File: config.mk
export PLATFORM = sky130hd
export DESIGN_NAME = admodel_neuron_array
export DESIGN_NICKNAME = d
export VERILOG_FILES = /design/src/rtl/admodel_neuron_array.sv
export SDC_FILE = /design/constraint.sdc
export NUM_CORES = 1
export LEC_CHECK = 0
export ABC_AREA = 1
export CORE_AREA = 2 2 177 179
export CTS_CLUSTER_SIZE = 16
export DETAILED_ROUTE_END_ITERATION = 8
export DIE_AREA = 0 0 179 181
export HOLD_SLACK_MARGIN = 0.1
export PLACE_DENSITY = 0.76
export SLEW_MARGIN = 15
export SYNTH_ARGS = -nofsm -noshare
export SYNTH_HDL_FRONTEND = slang
export SYNTH_SLANG_ARGS = --single-unit
File: constraint.sdc
create_clock -name CLK -period 7.5 [get_ports CLK]
set_clock_uncertainty 0.15 [all_clocks]
set_input_delay 1.5 -clock CLK [delete_from_list [all_inputs] [get_ports CLK]]
set_output_delay 1.5 -clock CLK [all_outputs]
set_load 0.03 [all_outputs]
File: src/rtl/admodel_neuron_array.sv
// Time-multiplexed array of N amyloid-beta SDSP neurons with per-neuron membrane,
// calcium and calcium-leak counter storage, SDSP reporting and calcium-dependent bursts.
module admodel_neuron_array #(
  parameter int N         = 16,
  parameter int MEM_W     = 8,
  parameter int W_W       = 3,
  parameter int BURST_MAX = 3,
  localparam int AW       = (N > 1) ? $clog2(N) : 1
) (
  input  logic             CLK,
  input  logic             RSTN,
  input  logic             param_a,
  input  logic [3:0]       param_p,
  input  logic [MEM_W-2:0] param_leak_str,
  input  logic             param_leak_en,
  input  logic [MEM_W-1:0] param_thr,
  input  logic             param_ca_en,
  input  logic [MEM_W-1:0] param_thetamem,
  input  logic [2:0]       param_ca_theta1,
  input  logic [2:0]       param_ca_theta2,
  input  logic [2:0]       param_ca_theta3,
  input  logic [4:0]       param_caleak,
  input  logic             ev_valid,
  output logic             ev_ready,
  input  logic [AW-1:0]    ev_addr,
  input  logic             ev_tref,
  input  logic [W_W-1:0]   ev_weight,
  input  logic             ev_sign,
  output logic             sdsp_valid,
  output logic             v_up,
  output logic             v_down,
  output logic             spk_valid,
  input  logic             spk_ready,
  output logic [AW-1:0]    spk_addr,
  output logic [1:0]       spk_idx
);

  typedef enum logic [1:0] {S_IDLE = 2'd0, S_UPD = 2'd1, S_EMIT = 2'd2} state_e;

  state_e           state_q, state_d;
  logic [AW-1:0]    addr_q, addr_d;
  logic             tref_q, tref_d;
  logic [W_W-1:0]   weight_q, weight_d;
  logic             sign_q, sign_d;
  logic [1:0]       k_q, k_d;
  logic             ev_ready_q, ev_ready_d;
  logic             sdsp_valid_q, sdsp_valid_d;
  logic             v_up_q, v_up_d;
  logic             v_down_q, v_down_d;
  logic             spk_valid_q, spk_valid_d;
  logic [AW-1:0]    spk_addr_q, spk_addr_d;
  logic [1:0]       spk_idx_q, spk_idx_d;

  logic [MEM_W-1:0] mem_q [N];
  logic [2:0]       ca_q  [N];
  logic [5:0]       cnt_q [N];

  logic             addr_ok_s;
  logic [AW-1:0]    idx_s;
  logic [MEM_W-1:0] cur_mem_s, leak_ext_s, w_ext_s, leak_mem_s, syn_mem_s;
  logic [2:0]       cur_ca_s, inc_s, ca_fire_s, ca_leak_s;
  logic [5:0]       cur_cnt_s, cnt_inc_s, period_s;
  logic             cal_dec_s, fire_s, up_s, down_s;
  logic [MEM_W:0]   sum_s;
  logic [3:0]       ca_sum_s;
  logic [1:0]       burst_raw_s, burst_s;
  logic             wr_en_s;
  logic [MEM_W-1:0] wr_mem_s;
  logic [2:0]       wr_ca_s;
  logic [5:0]       wr_cnt_s;

  // Datapath: next-state candidates for the addressed neuron from its pre-update state.
  always_comb begin
    addr_ok_s = (int'(addr_q) < N);
    if (addr_ok_s) idx_s = addr_q;
    else           idx_s = '0;
    cur_mem_s  = mem_q[idx_s];
    cur_ca_s   = ca_q[idx_s];
    cur_cnt_s  = cnt_q[idx_s];
    leak_ext_s = {1'b0, param_leak_str};
    w_ext_s    = {{(MEM_W-W_W){1'b0}}, weight_q};

    if (!param_leak_en)              leak_mem_s = cur_mem_s;
    else if (cur_mem_s > leak_ext_s) leak_mem_s = cur_mem_s - leak_ext_s;
    else                             leak_mem_s = '0;

    // Amyloid-beta stretches the calcium leak period by param_p.
    cnt_inc_s = cur_cnt_s + 6'd1;
    if (param_a) period_s = {1'b0, param_caleak} + {2'b00, param_p};
    else         period_s = {1'b0, param_caleak};
    cal_dec_s = (param_caleak != 5'd0) && (cnt_inc_s >= period_s);
    if (cur_ca_s != 3'd0) ca_leak_s = cur_ca_s - 3'd1;
    else                  ca_leak_s = 3'd0;

    sum_s = {1'b0, cur_mem_s} + {1'b0, w_ext_s};
    if (sign_q) begin
      if (cur_mem_s >= w_ext_s) syn_mem_s = cur_mem_s - w_ext_s;
      else                      syn_mem_s = '0;
    end else begin
      if (sum_s[MEM_W]) syn_mem_s = '1;
      else              syn_mem_s = sum_s[MEM_W-1:0];
    end
    fire_s = !sign_q && (syn_mem_s >= param_thr);

    if (param_a) inc_s = 3'd1 + {1'b0, param_p[1:0]};
    else         inc_s = 3'd1;
    ca_sum_s = {1'b0, cur_ca_s} + {1'b0, inc_s};
    if (!param_ca_en)     ca_fire_s = cur_ca_s;
    else if (ca_sum_s[3]) ca_fire_s = 3'd7;
    else                  ca_fire_s = ca_sum_s[2:0];

    burst_raw_s = 2'd1 + {1'b0, param_a && (ca_fire_s >= param_ca_theta2)}
                       + {1'b0, param_a && (ca_fire_s >= param_ca_theta3)};
    if (burst_raw_s > 2'(BURST_MAX)) burst_s = 2'(BURST_MAX);
    else                             burst_s = burst_raw_s;

    up_s   = param_ca_en && (cur_mem_s >= param_thetamem) &&
             (cur_ca_s >= param_ca_theta1) && (cur_ca_s < param_ca_theta3);
    down_s = param_ca_en && (cur_mem_s < param_thetamem) &&
             (cur_ca_s >= param_ca_theta1) && (cur_ca_s < param_ca_theta2);
  end

  // Control: IDLE/UPD/EMIT sequencing, registered outputs and the state-store write strobe.
  always_comb begin
    state_d      = state_q;
    addr_d       = addr_q;
    tref_d       = tref_q;
    weight_d     = weight_q;
    sign_d       = sign_q;
    k_d          = k_q;
    ev_ready_d   = ev_ready_q;
    sdsp_valid_d = 1'b0;
    v_up_d       = 1'b0;
    v_down_d     = 1'b0;
    spk_valid_d  = spk_valid_q;
    spk_addr_d   = spk_addr_q;
    spk_idx_d    = spk_idx_q;
    wr_en_s      = 1'b0;
    wr_mem_s     = cur_mem_s;
    wr_ca_s      = cur_ca_s;
    wr_cnt_s     = cur_cnt_s;
    case (state_q)
      S_IDLE: begin
        if (ev_valid) begin
          addr_d     = ev_addr;
          tref_d     = ev_tref;
          weight_d   = ev_weight;
          sign_d     = ev_sign;
          ev_ready_d = 1'b0;
          state_d    = S_UPD;
        end else begin
          ev_ready_d = 1'b1;
        end
      end
      S_UPD: begin
        if (!addr_ok_s) begin
          state_d    = S_IDLE;
          ev_ready_d = 1'b1;
        end else if (tref_q) begin
          wr_en_s    = 1'b1;
          wr_mem_s   = leak_mem_s;
          wr_cnt_s   = cal_dec_s ? 6'd0 : cnt_inc_s;
          wr_ca_s    = cal_dec_s ? ca_leak_s : cur_ca_s;
          state_d    = S_IDLE;
          ev_ready_d = 1'b1;
        end else begin
          wr_en_s      = 1'b1;
          sdsp_valid_d = 1'b1;
          v_up_d       = up_s;
          v_down_d     = down_s;
          if (fire_s) begin
            wr_mem_s    = '0;
            wr_ca_s     = ca_fire_s;
            k_d         = burst_s;
            spk_valid_d = 1'b1;
            spk_addr_d  = addr_q;
            spk_idx_d   = 2'd0;
            state_d     = S_EMIT;
          end else begin
            wr_mem_s   = syn_mem_s;
            state_d    = S_IDLE;
            ev_ready_d = 1'b1;
          end
        end
      end
      S_EMIT: begin
        if (!spk_ready) begin
          spk_valid_d = 1'b1;
        end else if (spk_idx_q == (k_q - 2'd1)) begin
          spk_valid_d = 1'b0;
          ev_ready_d  = 1'b1;
          state_d     = S_IDLE;
        end else begin
          spk_idx_d = spk_idx_q + 2'd1;
        end
      end
      default: begin
        state_d     = S_IDLE;
        ev_ready_d  = 1'b1;
        spk_valid_d = 1'b0;
      end
    endcase
  end

  // State registers and per-neuron storage, cleared by synchronous reset.
  always_ff @(posedge CLK) begin
    if (!RSTN) begin
      state_q      <= S_IDLE;
      addr_q       <= '0;
      tref_q       <= 1'b0;
      weight_q     <= '0;
      sign_q       <= 1'b0;
      k_q          <= 2'd0;
      ev_ready_q   <= 1'b1;
      sdsp_valid_q <= 1'b0;
      v_up_q       <= 1'b0;
      v_down_q     <= 1'b0;
      spk_valid_q  <= 1'b0;
      spk_addr_q   <= '0;
      spk_idx_q    <= 2'd0;
      for (int i = 0; i < N; i++) begin
        mem_q[i] <= '0;
        ca_q[i]  <= 3'd0;
        cnt_q[i] <= 6'd0;
      end
    end else begin
      state_q      <= state_d;
      addr_q       <= addr_d;
      tref_q       <= tref_d;
      weight_q     <= weight_d;
      sign_q       <= sign_d;
      k_q          <= k_d;
      ev_ready_q   <= ev_ready_d;
      sdsp_valid_q <= sdsp_valid_d;
      v_up_q       <= v_up_d;
      v_down_q     <= v_down_d;
      spk_valid_q  <= spk_valid_d;
      spk_addr_q   <= spk_addr_d;
      spk_idx_q    <= spk_idx_d;
      if (wr_en_s) begin
        mem_q[idx_s] <= wr_mem_s;
        ca_q[idx_s]  <= wr_ca_s;
        cnt_q[idx_s] <= wr_cnt_s;
      end
    end
  end

  assign ev_ready   = ev_ready_q;
  assign sdsp_valid = sdsp_valid_q;
  assign v_up       = v_up_q;
  assign v_down     = v_down_q;
  assign spk_valid  = spk_valid_q;
  assign spk_addr   = spk_addr_q;
  assign spk_idx    = spk_idx_q;

endmodule

==> results summary, run 1 <==
Grouping stages by cell kind, the critical path spends the most delay in simple AND/OR/NAND/NOR gates. The run finished with clean final reports. For this block, the initial DRC count from the detailed router was 1701. The sum of routed wire length over all layers is 46400 um. The routability congestion estimate from global placement came out at between 0.9 and 1.

The overall die area came out at 32400 um2. After technology mapping, the gate count stands at 1822. The part of the cycle the worst path needs came out at about four fifths. In the final design database the tool counted 1958 nets. The starting density of the core is 54.3%. The number of optimization iterations in the first detailed-route pass came out at 6. The die is 179 um wide. The slack of the worst reg-to-reg path came out at about 1.4 ns. At the later pin of the worst-skew pair, clock insertion delay measures 0.56 ns. Cells with a size suffix above 1 make up slightly below 8% of the layout. The maximum number of pins on one net before global-route repair came out at 86.

Along the worst path, the maximum fanout reaches 85. The area of the multi-input gates came out at 6380 um2. Fill cells in the final layout number 2467. The TritonCTS clock tree is built. The number of pins exceeding their max-slew limit in the final report is 0. The core footprint came out at 30300 um2. Dividing the detail-routed wire length by the instance count gives 20.6 um. The worst setup path is of the flop to flop kind. Buffers added to address setup during post-CTS repair amount to 0. The initial antenna violation count is 0. The relative contribution of the clock network to total power is 24.7%. Summed over all layers, the global routing overflow is 0. The total number of vias is 13311. The endpoint identified for the worst register-to-register timing path is mem_q[5][5]. The fraction of power spent switching nets is between 40 and 50%. The number of hold buffers added after CTS is 0.

Clock tree synthesis found a total of 300 sinks. The cell leakage power is 0.00750 uW. The number of max-capacitance violations reported came out at 0. The share of Yosys cell area claimed by the top area cell type came out at 49.5%.

STA classifies the critical path endpoint as a flop. The post-synthesis average cell area is 9.05 um2. The number of cells on the worst reg-to-reg path came out at 26. The worst hold margin is 0.358 ns. Setup violations remaining at the end of the flow were counted as 0. The worst setup path is launched from a flop. When the netlist entered floorplanning its net count stood at 1947. The share of flip-flops with an asynchronous set or reset came out at 0%. The net switching power is approximately 3000 uW. The highest clock frequency the design can meet is 164 MHz.

The total number of yosys warnings came out at 0. The slew at the pin closest to its max-slew limit is 1.26 ns. The maximum level of the CTS H-tree is 1. Combinational logic is responsible for 46.1% of the overall power.

The count of flip-flops with a built-in enable after synthesis is 272. The relative slew slack is 15.9%. The commonest cells after synthesis are sky130_fd_sc_hd__nor2_1, sky130_fd_sc_hd__nand2_1, sky130_fd_sc_hd__edfxtp_1. The count of buffers inserted at the top-level ports came out at 67. The detailed-route DRC error count is 0.

The first-pass GRT wire length is 70800 um. The prevailing post-synth register cell is sky130_fd_sc_hd__edfxtp_1. In the routed layout, each cell is associated on average with a via count of ~6. The setup TNS is 0 ns. The largest buffer count on any clock path came out at 3.

By area the synthesized netlist is led by sky130_fd_sc_hd__edfxtp_1, sky130_fd_sc_hd__nor2_1, sky130_fd_sc_hd__nand2_1, sky130_fd_sc_hd__ha_1, sky130_fd_sc_hd__inv_1. The sequential cells in the finished layout cover a total of between 8000 and 9000 um2. The repair_antennas step left the layout with diodes totalling 0. The time the final worst path needs with I/O delays and setup is 6.09 ns. Counting the buffers created by CTS gives 30. The number of antenna-violating nets in the routed design came out at 0.

The final HPWL from detailed placement is 28400 um. The design internal power came out at 3930 uW. In this run the clock root is driven by a sky130_fd_sc_hd__clkbuf_16.

The sequential cell area fraction in the yosys report is 52.9%. In this design, the critical path's most frequently occurring cell is sky130_fd_sc_hd__nand2_1. The aggregate global-route resource usage is 28.6%.

The number of hold violations in the final report came out at 0. The synthesized area came out at 16500 um2. The path class of the lowest-slack min-delay path is flop to flop. Dividing total power by cell area gives a power density of 379 nW/um2. Counting flops and latches in the post-synthesis netlist gives 300. The distinct cell type count after synthesis is 54.

The height of the die is 181 um. The clock-pin slew on the worst setup and hold paths came out at ~0.07 ns. The area overhead of the layout relative to synthesis is 11.1%. The most frequent cell after synthesis is sky130_fd_sc_hd__nor2_1.

On the worst path, the slowest cell contributes a delay of 0.74 ns. After floorplanning, the core was divided into 64 placement rows. For this design, the slowest cell found on the critical path is sky130_fd_sc_hd__buf_4. The number of cells upsized or downsized after cts came out at 0. The instance count on the critical path is 26.

The required time at the endpoint of the critical path is 7.74 ns. At the worst endpoint, the arrival time is 6.33 ns. The critical path ends at mem_q[5][5].

The number of global-route vias before repair came out at between 10000 and 15000. Setup repair after global routing left no endpoint under its margin. The total I/O pin count came out at 68. The most area-hungry cell type in the Yosys netlist is sky130_fd_sc_hd__edfxtp_1. Together, buffers and inverters on the worst path number 3. The sequential share of power came out at 29.2%. IR analysis of the VDD net gives a maximum drop of 263 uV.
## logic make-up (layout without fill, tap and decap cells)
kind of cell | after synthesis | in the layout | share of synthesized area, %
simple gates | 788 | 788 | 20.4
compound gates | 337 | 337 | 11.9
buf+inv | 312 | 347 | 8.39
flops | 300 | 300 | 52.9
fa+ha+maj | 68 | 68 | 5.39
xor+xnor | 15 | 15 | 0.842
mux | 2 | 2 | 0.129
## power by group through the flow
stage / Clock, uW / Combinational (uW) / Sequential [uW]
2_1_floorplan: 0 / 2380 / 2050
3_3_place_gp: 0 / 3040 / 2050
3_5_place_dp: 0 / 3120 / 2060
4_1_cts: 1710 / 3140 / 2020
5_1_grt: 1780 / 3530 / 2040
6_report: 1710 / 3200 / 2020
## per-layer routing
layer / track usage, % / share of wire [%] / wire length, um / up-vias
met5: 0 / 0 / 0 / -
met1: 39.2 / 39 / 17900 / 6212
li1: - / - / - / 6139
met4: 12.1 / 4.3 / 1980 / 0
met2: 44.7 / 46 / 21500 / 808
met3: 5.39 / 11 / 5050 / 152
## worst min-delay path by stage
stage	cells past startpoint	slack, ns	from	end
after floorplan	2	0.30	weight_q[2]	weight_q[2]
after global placement	2	0.34	spk_valid	spk_valid
after detailed placement	2	0.34	spk_valid	spk_valid
after CTS	2	0.35	spk_valid	spk_valid
after global routing	2	0.39	spk_valid	spk_valid
final	2	0.36	spk_valid	spk_valid
## worst reg2reg max path, cell delays in order (launching register included)
cell and delay [ns]:
sky130_fd_sc_hd__dfxtp_2 0.33, sky130_fd_sc_hd__buf_4 0.74, sky130_fd_sc_hd__o21ai_0 0.22, sky130_fd_sc_hd__o221ai_1 0.24
sky130_fd_sc_hd__o211ai_1 0.16, sky130_fd_sc_hd__nand2_1 0.28, sky130_fd_sc_hd__ha_1 0.36, sky130_fd_sc_hd__nand2_1 0.12
sky130_fd_sc_hd__nor2_1 0.05, sky130_fd_sc_hd__a211oi_1 0.30, sky130_fd_sc_hd__nand3_1 0.15, sky130_fd_sc_hd__nor2_1 0.21
sky130_fd_sc_hd__nand3_1 0.10, sky130_fd_sc_hd__nand3_1 0.09, sky130_fd_sc_hd__nand2_1 0.08, sky130_fd_sc_hd__and2_1 0.17
sky130_fd_sc_hd__ha_1 0.28, sky130_fd_sc_hd__nand2_1 0.11, sky130_fd_sc_hd__nor2_1 0.07, sky130_fd_sc_hd__nand4_1 0.07
sky130_fd_sc_hd__o2111ai_1 0.18, sky130_fd_sc_hd__nand2_1 0.16, sky130_fd_sc_hd__inv_1 0.07, sky130_fd_sc_hd__nor2_1 0.28
sky130_fd_sc_hd__buf_4 0.26, sky130_fd_sc_hd__nand3_2 0.42, sky130_fd_sc_hd__a21oi_1 0.28
## metrics by stage
step           utilization (%)  power (uW)  area (um2)  setup WS [ns]  instances
3_5_place_dp              56.6        5170       17200           1.57       2197
3_3_place_gp              56.6        5090       17200           1.72       2197
4_1_cts                   60.3        6880       18300           1.54       2253
6_report                  60.3        6940       18300           1.41       2253
5_1_grt                   60.3        7350       18300           1.02       2253
2_1_floorplan                -        4430       16500           2.65       1822
## area by class of cell
class	instances	share of cell area (%)
Multi-Input combinational cell	1210	34.8
Sequential cell	300	47.7
Timing Repair Buffer	80	4.20
Inverter	211	4.33
Clock inverter	20	1.56
Tap cell	396	2.71
Clock buffer	36	4.67
## registers in the layout (all words and copies together), names as in the netlist, named ones only
signal      count
addr_q          4
ca_q           48
cnt_q          96
ev_ready        1
k_q             2
mem_q         128
sdsp_valid      1
sign_q          1
spk_addr        4
spk_idx         2
spk_valid       1
state_q         2
tref_q          1
v_down          1
v_up            1
weight_q        3
## cells in the final DEF, fill, tap and decap left out, types with 2 or more instances in the layout
cell	instances
sky130_fd_sc_hd__nor2_1	327
sky130_fd_sc_hd__nand2_1	276
sky130_fd_sc_hd__edfxtp_1	272
sky130_fd_sc_hd__inv_1	197
sky130_fd_sc_hd__o21ai_0	124
sky130_fd_sc_hd__a21oi_1	99
sky130_fd_sc_hd__nand3_1	92
sky130_fd_sc_hd__clkdlybuf4s50_1	67
sky130_fd_sc_hd__ha_1	63
sky130_fd_sc_hd__o211ai_1	41
sky130_fd_sc_hd__clkbuf_16	32
sky130_fd_sc_hd__dfxtp_1	26
sky130_fd_sc_hd__and2_1	24
sky130_fd_sc_hd__nor2_2	22
sky130_fd_sc_hd__o21ai_1	19
sky130_fd_sc_hd__o221ai_1	14
sky130_fd_sc_hd__o22ai_1	13
sky130_fd_sc_hd__buf_4	13
sky130_fd_sc_hd__inv_2	12
sky130_fd_sc_hd__nand3_2	10
sky130_fd_sc_hd__a21oi_2	10
sky130_fd_sc_hd__nor3_1	9
sky130_fd_sc_hd__clkinv_2	8
sky130_fd_sc_hd__nand4_1	8
sky130_fd_sc_hd__xnor2_1	8
sky130_fd_sc_hd__nand2_2	7
sky130_fd_sc_hd__bufinv_16	7
sky130_fd_sc_hd__xor2_1	6
sky130_fd_sc_hd__fa_1	5
sky130_fd_sc_hd__or2_2	4
sky130_fd_sc_hd__clkbuf_8	4
sky130_fd_sc_hd__clkinv_1	2
sky130_fd_sc_hd__a211oi_1	2
sky130_fd_sc_hd__a21oi_4	2
sky130_fd_sc_hd__a31oi_1	2
sky130_fd_sc_hd__o2111ai_1	2
sky130_fd_sc_hd__a311oi_1	2
sky130_fd_sc_hd__inv_4	2
sky130_fd_sc_hd__clkinvlp_4	2
No activity file was read; power rests on OpenSTA's default activity.
==> run 2, diff against run 1 <==
- PLACE_DENSITY: 0.76 -> 0.79
- clock period: 7.5 -> 5.1 ns (I/O delays scaled with it)
==> run 2 against run 1 <==
Net effect: first-iteration DRC count decreased by 0.59%; wire length decreased by 2.0%; design area increased by 4.3%; register-to-register slack got worse by 1.2 ns; cell count increased by 4.6%; total power increased by 55%; non-clock buffer count increased by 103; clock power increased by 23%; largest cell class unchanged; via count increased by 3.2%; die area unchanged.
==> results summary, run 2 (same netlist as run 1, synthesis figures left out) <==
The worst-path maximum fanout came out at 21 (-75%). The site row count is 64 (unchanged). The height of the die is 181 um (unchanged). The part of the cycle the worst path needs was 96.0% (+15 points). The cell class contributing the biggest share of worst-path delay is simple AND/OR/NAND/NOR gates. The total of endpoints with negative setup slack in the final report is 0 (unchanged).

The power density of the placed cells is 565 nW/um2 (+49%). The number of buffers added by the clock tree synthesis step was 30 (unchanged). The worst hold margin was 0.372 ns (+0.0142 ns). The instance count on the critical path came out at 30 (+15%).

The sum of buffers and inverters on the critical path came out at 6 (+3). The initial antenna violation count is 0 (unchanged). The largest buffer count on any clock path is 3 (unchanged). The count of antenna diodes in the layout came out at 0 (unchanged).

The cell leakage power is 0.00795 uW (+5.9%). The detail-routed net length per standard cell is 19.3 um (-6.3%). On the critical path, the stage with the largest delay is an instance of sky130_fd_sc_hd__fa_1. Leaving out fill and tap cells, the most frequent cells in the layout are sky130_fd_sc_hd__nor2_1, sky130_fd_sc_hd__nand2_1, sky130_fd_sc_hd__edfxtp_1. The clock-pin slew on the worst setup and hold paths came to 0.06 ns (about the same). The slew at the pin closest to its max-slew limit was 0.987 ns (-0.271 ns). The flip-flop count of the largest register, all copies and words added is 128 (unchanged). The per-cell via count in the routed design was 5.83 (-1.4%). The pre-CTS setup slack came out at -0.210 ns (-1.78 ns). The sum of routed wire length over all layers came to 45500 um (-2.0%). The total number of vias came out at 13731 (+3.2%). The final HPWL from detailed placement is 31800 um (+12%).

More flip-flops sit in one register than any other, and that register is mem_q. The library cell used most frequently in the layout, excluding fill and tap cells, is sky130_fd_sc_hd__nor2_1. The number of cells on the worst reg-to-reg path came out at 30 (+15%). The setup slack of the critical path after layout was 0.204 ns (-1.21 ns).

The number of max-capacitance violations reported is 0 (unchanged). The final standard cell count with taps included and fillers excluded is 2356 (+4.6%). The required time at the endpoint of the critical path came out at 5.25 ns (-2.49 ns). The peak ir drop on the vdd network was 383 uV (+46%). The first-pass GRT wire length came to 70800 um (unchanged). The number of cells after detailed placement is 2299 (+4.6%).

Compared with the post-synthesis result, the final layout area differs by 15.8%. The run finished with clean final reports. The depth of the worst hold-timing path is 2 (unchanged). The core footprint is 30300 um2 (unchanged).

The number of optimization iterations in the first detailed-route pass was 7 (+1). The number of hold violations in the final report is 0 (unchanged). The number of pins exceeding their max-slew limit in the final report came out at 0 (unchanged). The number of sinks on the clock net is 300 (unchanged). The number of design-rule violations left by the first detailed-router iteration came out at 1691 (-0.59%). The highest clock frequency the design can meet is 204 MHz (+24%).

The horizontal die dimension came out at 179 um (unchanged). The final net count came out at 2062 (+5.3%). CTS placed an instance of sky130_fd_sc_hd__clkbuf_16 at the clock tree root. The path class of the lowest-slack min-delay path is flop to flop. The overall die area is 32400 um2 (unchanged). The routability congestion estimate from global placement came out at 1.04 (+14%).

The relative slew slack came out at 34.0% (+18 points). The count of buffers inserted at the top-level ports came out at 67 (unchanged). The worst-skew pair later-pin latency came to 0.55 ns (about the same). The endpoint arrival time on the critical path was 5.05 ns (-1.28 ns). The detailed-route DRC error count is 0 (unchanged).

The maximum number of pins on one net before global-route repair came to 38 (-56%). The share of cells above drive strength 1 came out at 12.7% (+4.8 points). The worst setup path is launched from a flop. The number of global-route vias before repair is 13422 (+4.5%).

TritonCTS built the clock tree. In the final layout, the registers with the most flip-flops are mem_q (128), cnt_q (96), ca_q (48). The maximum level of the CTS H-tree came out at 1 (unchanged). The sort of element at the end of the critical path is a flop.

The aggregate global-route resource usage was 28.0% (-0.63 points). The total I/O pin count came to 68 (unchanged). The cell that appears most often on the critical path is sky130_fd_sc_hd__nand2_1. The starting density of the core is 54.3% (unchanged). The number of antenna-violating nets in the routed design is 0 (unchanged).

The total grt overflow came out at 0 (unchanged). The critical path is of the flop to flop type. The time the final worst path needs with I/O delays and setup came out at 4.90 ns (-1.19 ns). The largest incremental delay on the critical path came out at 0.38 ns (-0.36 ns).
==> run 2: cell types whose count changed in the layout (fill, tap and decap cells not counted), sizes merged <==
cell      delta
buf        +103
bufinv       -6
clkbuf       +5
clkinv       +4
clkinvlp     -2
inv          -2
nand3        +1
==> run 2: final cells by class <==
cell class | instances | area (um2)
fillers | 2392 | 11300
flip-flops and latches | 300 | 8730
multi-input cells | 1211 | 6440
repair buffers | 183 | 1700
clock buffers | 41 | 833
inverters | 211 | 793
well taps | 396 | 495
clock inverters | 14 | 91.3
==> run 2: stage by stage <==
stage	util [%]	TNS (ns)	power (uW)	instance area [um2]
floorplan	-	0	6510	16500
global placement	59.6	-0.000183	8310	18100
detailed placement	59.6	-9.86	8470	18100
CTS	62.7	0	10600	19000
global route	62.9	-1.23	11400	19100
finish	62.9	0	10800	19100
==> run 2: tightest hold or removal path, stage by stage (launching register included) <==
cell and delay [ns]:
sky130_fd_sc_hd__dfxtp_1 0.34, sky130_fd_sc_hd__nor2_1 0.06, sky130_fd_sc_hd__nor2_1 0.09
==> run 2: worst paths after layout <==
path / startpoint / end / slack, ns
worst min register to register: spk_valid / spk_valid / 0.37
worst max register to register: flop / ca_q[14][1] / 0.20
worst min-delay path: spk_valid / spk_valid / 0.37
worst max-delay path: flop / ca_q[14][1] / 0.20
==> run 2: where the power goes <==
| group | internal (uW) | switching (uW) | total, uW |
|---|---|---|---|
| Sequential | 2870 | 97.7 | 2970 |
| Combinational | 2020 | 3690 | 5710 |
| Clock | 1190 | 917 | 2100 |
==> run 2: timing repair <==
action | 4_1_cts | 5_1_grt
pin swaps | 0 | 6
resized for setup | 4 | 18
setup endpoints to repair | 94 | 183
cloned | 0 | 1
hold buffers | 0 | 0
buffers inserted | 0 | 1
==> run 2: metal layers <==
layer  routed length [um]  up-vias  share of wire [%]  global-route usage [%]
met5                    0        -                  0                       0
met1                16700     6439                 37                    35.7
li1                     -     6346                  -                       -
met4                 1720        0                3.8                    10.3
met3                 4850      130                 11                    4.57
met2                22200      816                 49                    47.9
==> run 3, diff against run 2 <==
- MAX_ROUTING_LAYER: unset -> met4
==> run 3 against run 2 <==
Net effect: maximum frequency down 1.4%; design area is 1.1% higher; die area stayed put; setup slack worse by 0.071 ns; register-to-register slack got worse by 0.07 ns; largest cell class unchanged; largest power group unchanged.
==> results summary, run 3 (same netlist as run 1, synthesis figures left out) <==
The worst setup path is of the flop to flop kind. The required time at the endpoint of the critical path was 5.29 ns (+0.04 ns). The aggregate global-route resource usage is 28.4% (+0.43 points). The cell leakage power was 0.00798 uW (+0.37%). The worst-path maximum fanout is 12 (-43%). The peak ir drop on the vdd network came out at 403 uV (+5.1%). The startpoint kind of the worst setup timing path is a flop.

The relative contribution of the clock network to total power is 20.9% (+1.4 points). The tree is rooted in a sky130_fd_sc_hd__clkbuf_16. The setup slack of the critical path after layout came to 0.132 ns (-0.0715 ns). The net switching power is 4770 uW (+1.3%). The per-cell via count in the routed design is 5.84 (+0.18%). The relative slew slack came to 37.7% (+3.7 points). Leaving out fill and tap cells, the most frequent cells in the layout are sky130_fd_sc_hd__nor2_1, sky130_fd_sc_hd__edfxtp_1, sky130_fd_sc_hd__nand2_1. The final HPWL from detailed placement came out at 30600 um (-3.9%). The flip-flop count of the largest register, all copies and words added came out at 128 (unchanged). In this run the most used layer during global routing was met2. The total of endpoints with negative setup slack in the final report is 0 (unchanged). The number of antenna-violating nets in the routed design came out at 0 (unchanged). The horizontal die dimension is 179 um (unchanged). The leading cell type in the layout, fill and taps excluded is sky130_fd_sc_hd__nor2_1. The logic gate share of total power came out at 52.2% (-0.8 points). The sum of buffers and inverters on the critical path came to 10 (+4). The met2 demand-to-capacity share in global routing is 46.7% (-1.2 points). In the final layout, the registers with the most flip-flops are mem_q (128), cnt_q (96), ca_q (48).

The worst setup path is captured at a flop. The number of pins exceeding their max-slew limit in the final report is 0 (unchanged). The final net count came out at 2044 (-0.87%).

The endpoint arrival time on the critical path came out at 5.15 ns (+0.10 ns). The sum of routed wire length over all layers came out at 46000 um (+1.0%). The slew at the pin closest to its max-slew limit is 0.932 ns (-0.0551 ns). The core footprint came out at 30300 um2 (unchanged). The met3 layer usage reported by global route came out at 4.04% (-0.53 points). The time the final worst path needs with I/O delays and setup is 4.97 ns (+0.0715 ns). The design internal power came to 6310 uW (+3.8%). The initial antenna violation count came out at 0 (unchanged). The number of hold violations in the final report came to 0 (unchanged). The number of design-rule violations left by the first detailed-router iteration is 1773 (+4.8%).

The cell type of the slowest stage on the worst timing path is sky130_fd_sc_hd__dfxtp_4. The pre-CTS setup slack is 0.0116 ns (+0.222 ns). The share of cells above drive strength 1 is 13.2% (+0.47 points). The part of the cycle the worst path needs is 97.4% (+1.4 points). The final standard cell count with taps included and fillers excluded was 2339 (-0.72%). The area overhead of the layout relative to synthesis is 17.0%. The number of global-route vias before repair came out at 13063 (-2.7%). The sequential share of power is 26.9% (-0.6 points).

The total number of vias came out at 13657 (-0.54%). The number of cells after detailed placement came out at 2269 (-1.3%). Grouping stages by cell kind, the critical path spends the most delay in buffers and inverters. The first-pass GRT wire length came out at 69800 um (-1.4%).

The power density of the placed cells was 574 nW/um2 (+1.6%). The routability congestion estimate from global placement is 1.02 (-2.4%). The global-route met1 utilization came to 36.8% (+1.1 points). The site row count is 64 (unchanged). The count of buffers inserted at the top-level ports is 67 (unchanged).

The largest buffer count on any clock path is 3 (unchanged). The starting density of the core came to 54.3% (unchanged). The detail-routed net length per standard cell came out at 19.7 um (+1.8%). The min-delay analysis places its worst path in the category flop to flop. The largest register by flop count is mem_q.

The detailed-route DRC error count is 0 (unchanged). The fraction of power spent switching nets is 43.1% (-0.59 points). The largest incremental delay on the critical path came to 0.43 ns (+0.05 ns). The number of sinks on the clock net came out at 300 (unchanged). The maximum number of pins on one net before global-route repair was 50 (+32%). The maximum level of the CTS H-tree is 1 (unchanged). The total grt overflow is 0 (unchanged). The clock-pin slew on the worst setup and hold paths came out at 0.07 ns (about the same). The number of buffers added by the clock tree synthesis step is 30 (unchanged). TritonCTS built the clock tree. The flow ran to the end, and the final reports show no timing, DRC or antenna violations. The total I/O pin count is 68 (unchanged). The count of antenna diodes in the layout came out at 0 (unchanged). The filler cell count was 2332 (-2.5%). The height of the die is 181 um (unchanged).

The number of max-capacitance violations reported was 0 (unchanged). The most numerous cell type found on the critical path is sky130_fd_sc_hd__nand2_1. The worst-skew pair later-pin latency is 0.57 ns (+0.02 ns). The overall die area is 32400 um2 (unchanged). The number of hold buffers added after CTS is 0 (unchanged).

The number of optimization iterations in the first detailed-route pass came out at 6 (-1). The highest clock frequency the design can meet is 201 MHz (-1.4%).
-- run 3: per-stage QoR --
step / TNS, ns / utilization, % / cell area (um2) / power (uW) / hold slack (ns)
finish: 0 / 63.6 / 19300 / 11100 / 0.379
global route: -6.68 / 63.6 / 19300 / 11700 / 0.395
CTS: 0 / 62.3 / 18900 / 10600 / 0.368
detailed placement: 0 / 58.9 / 17900 / 8310 / 0.352
global placement: 0 / 58.9 / 17900 / 8190 / 0.341
floorplan: 0 / - / 16500 / 6510 / 0.304
-- run 3: final timing paths --
kind	from	to	slack, ns	depth (start not counted)
setup / recovery	flop	ca_q[9][0]	0.13	32
hold / removal	spk_valid	spk_valid	0.38	2
setup reg to reg	flop	ca_q[9][0]	0.13	32
hold reg to reg	spk_valid	spk_valid	0.38	2
-- run 3: worst min-delay path, delay by kind of cell (launching register included) --
kind             cells  cell delay (ns)
AND/OR/NAND/NOR      2             0.17
flip-flops           1             0.32
-- run 3: power by group through the flow --
stage	clock [uW]	combinational (uW)	sequential (uW)
floorplan	0	3500	3010
global placement	0	5180	3010
detailed placement	0	5290	3010
CTS	2290	5340	2970
global route	2400	6270	3000
finish	2310	5780	2980
-- run 3: per-layer routing --
layer	part of all wire (%)	routed length (um)	vias to the layer above
met4	2.6	1190	0
met1	37	17100	6418
met3	10	4750	102
met5	0	0	-
li1	-	-	6307
met2	50	22900	830
-- run 3: repair_timing --
item,CTS,global route
buffers inserted,0,10
hold endpoints to repair,0,0
setup endpoints to repair,5,186
pin swaps,0,20
resized for setup,2,58
gates cloned,0,4
-- run 3: cell type report --
type / count / area (um2) / area share [%]
clock buffer: 33 / 783 / 4.06
inverter: 211 / 808 / 4.19
multi-input combinational: 1210 / 6530 / 33.8
tap: 396 / 495 / 2.57
clock inverter: 23 / 240 / 1.24
sequential: 300 / 8740 / 45.3
timing repair buffer: 166 / 1700 / 8.83
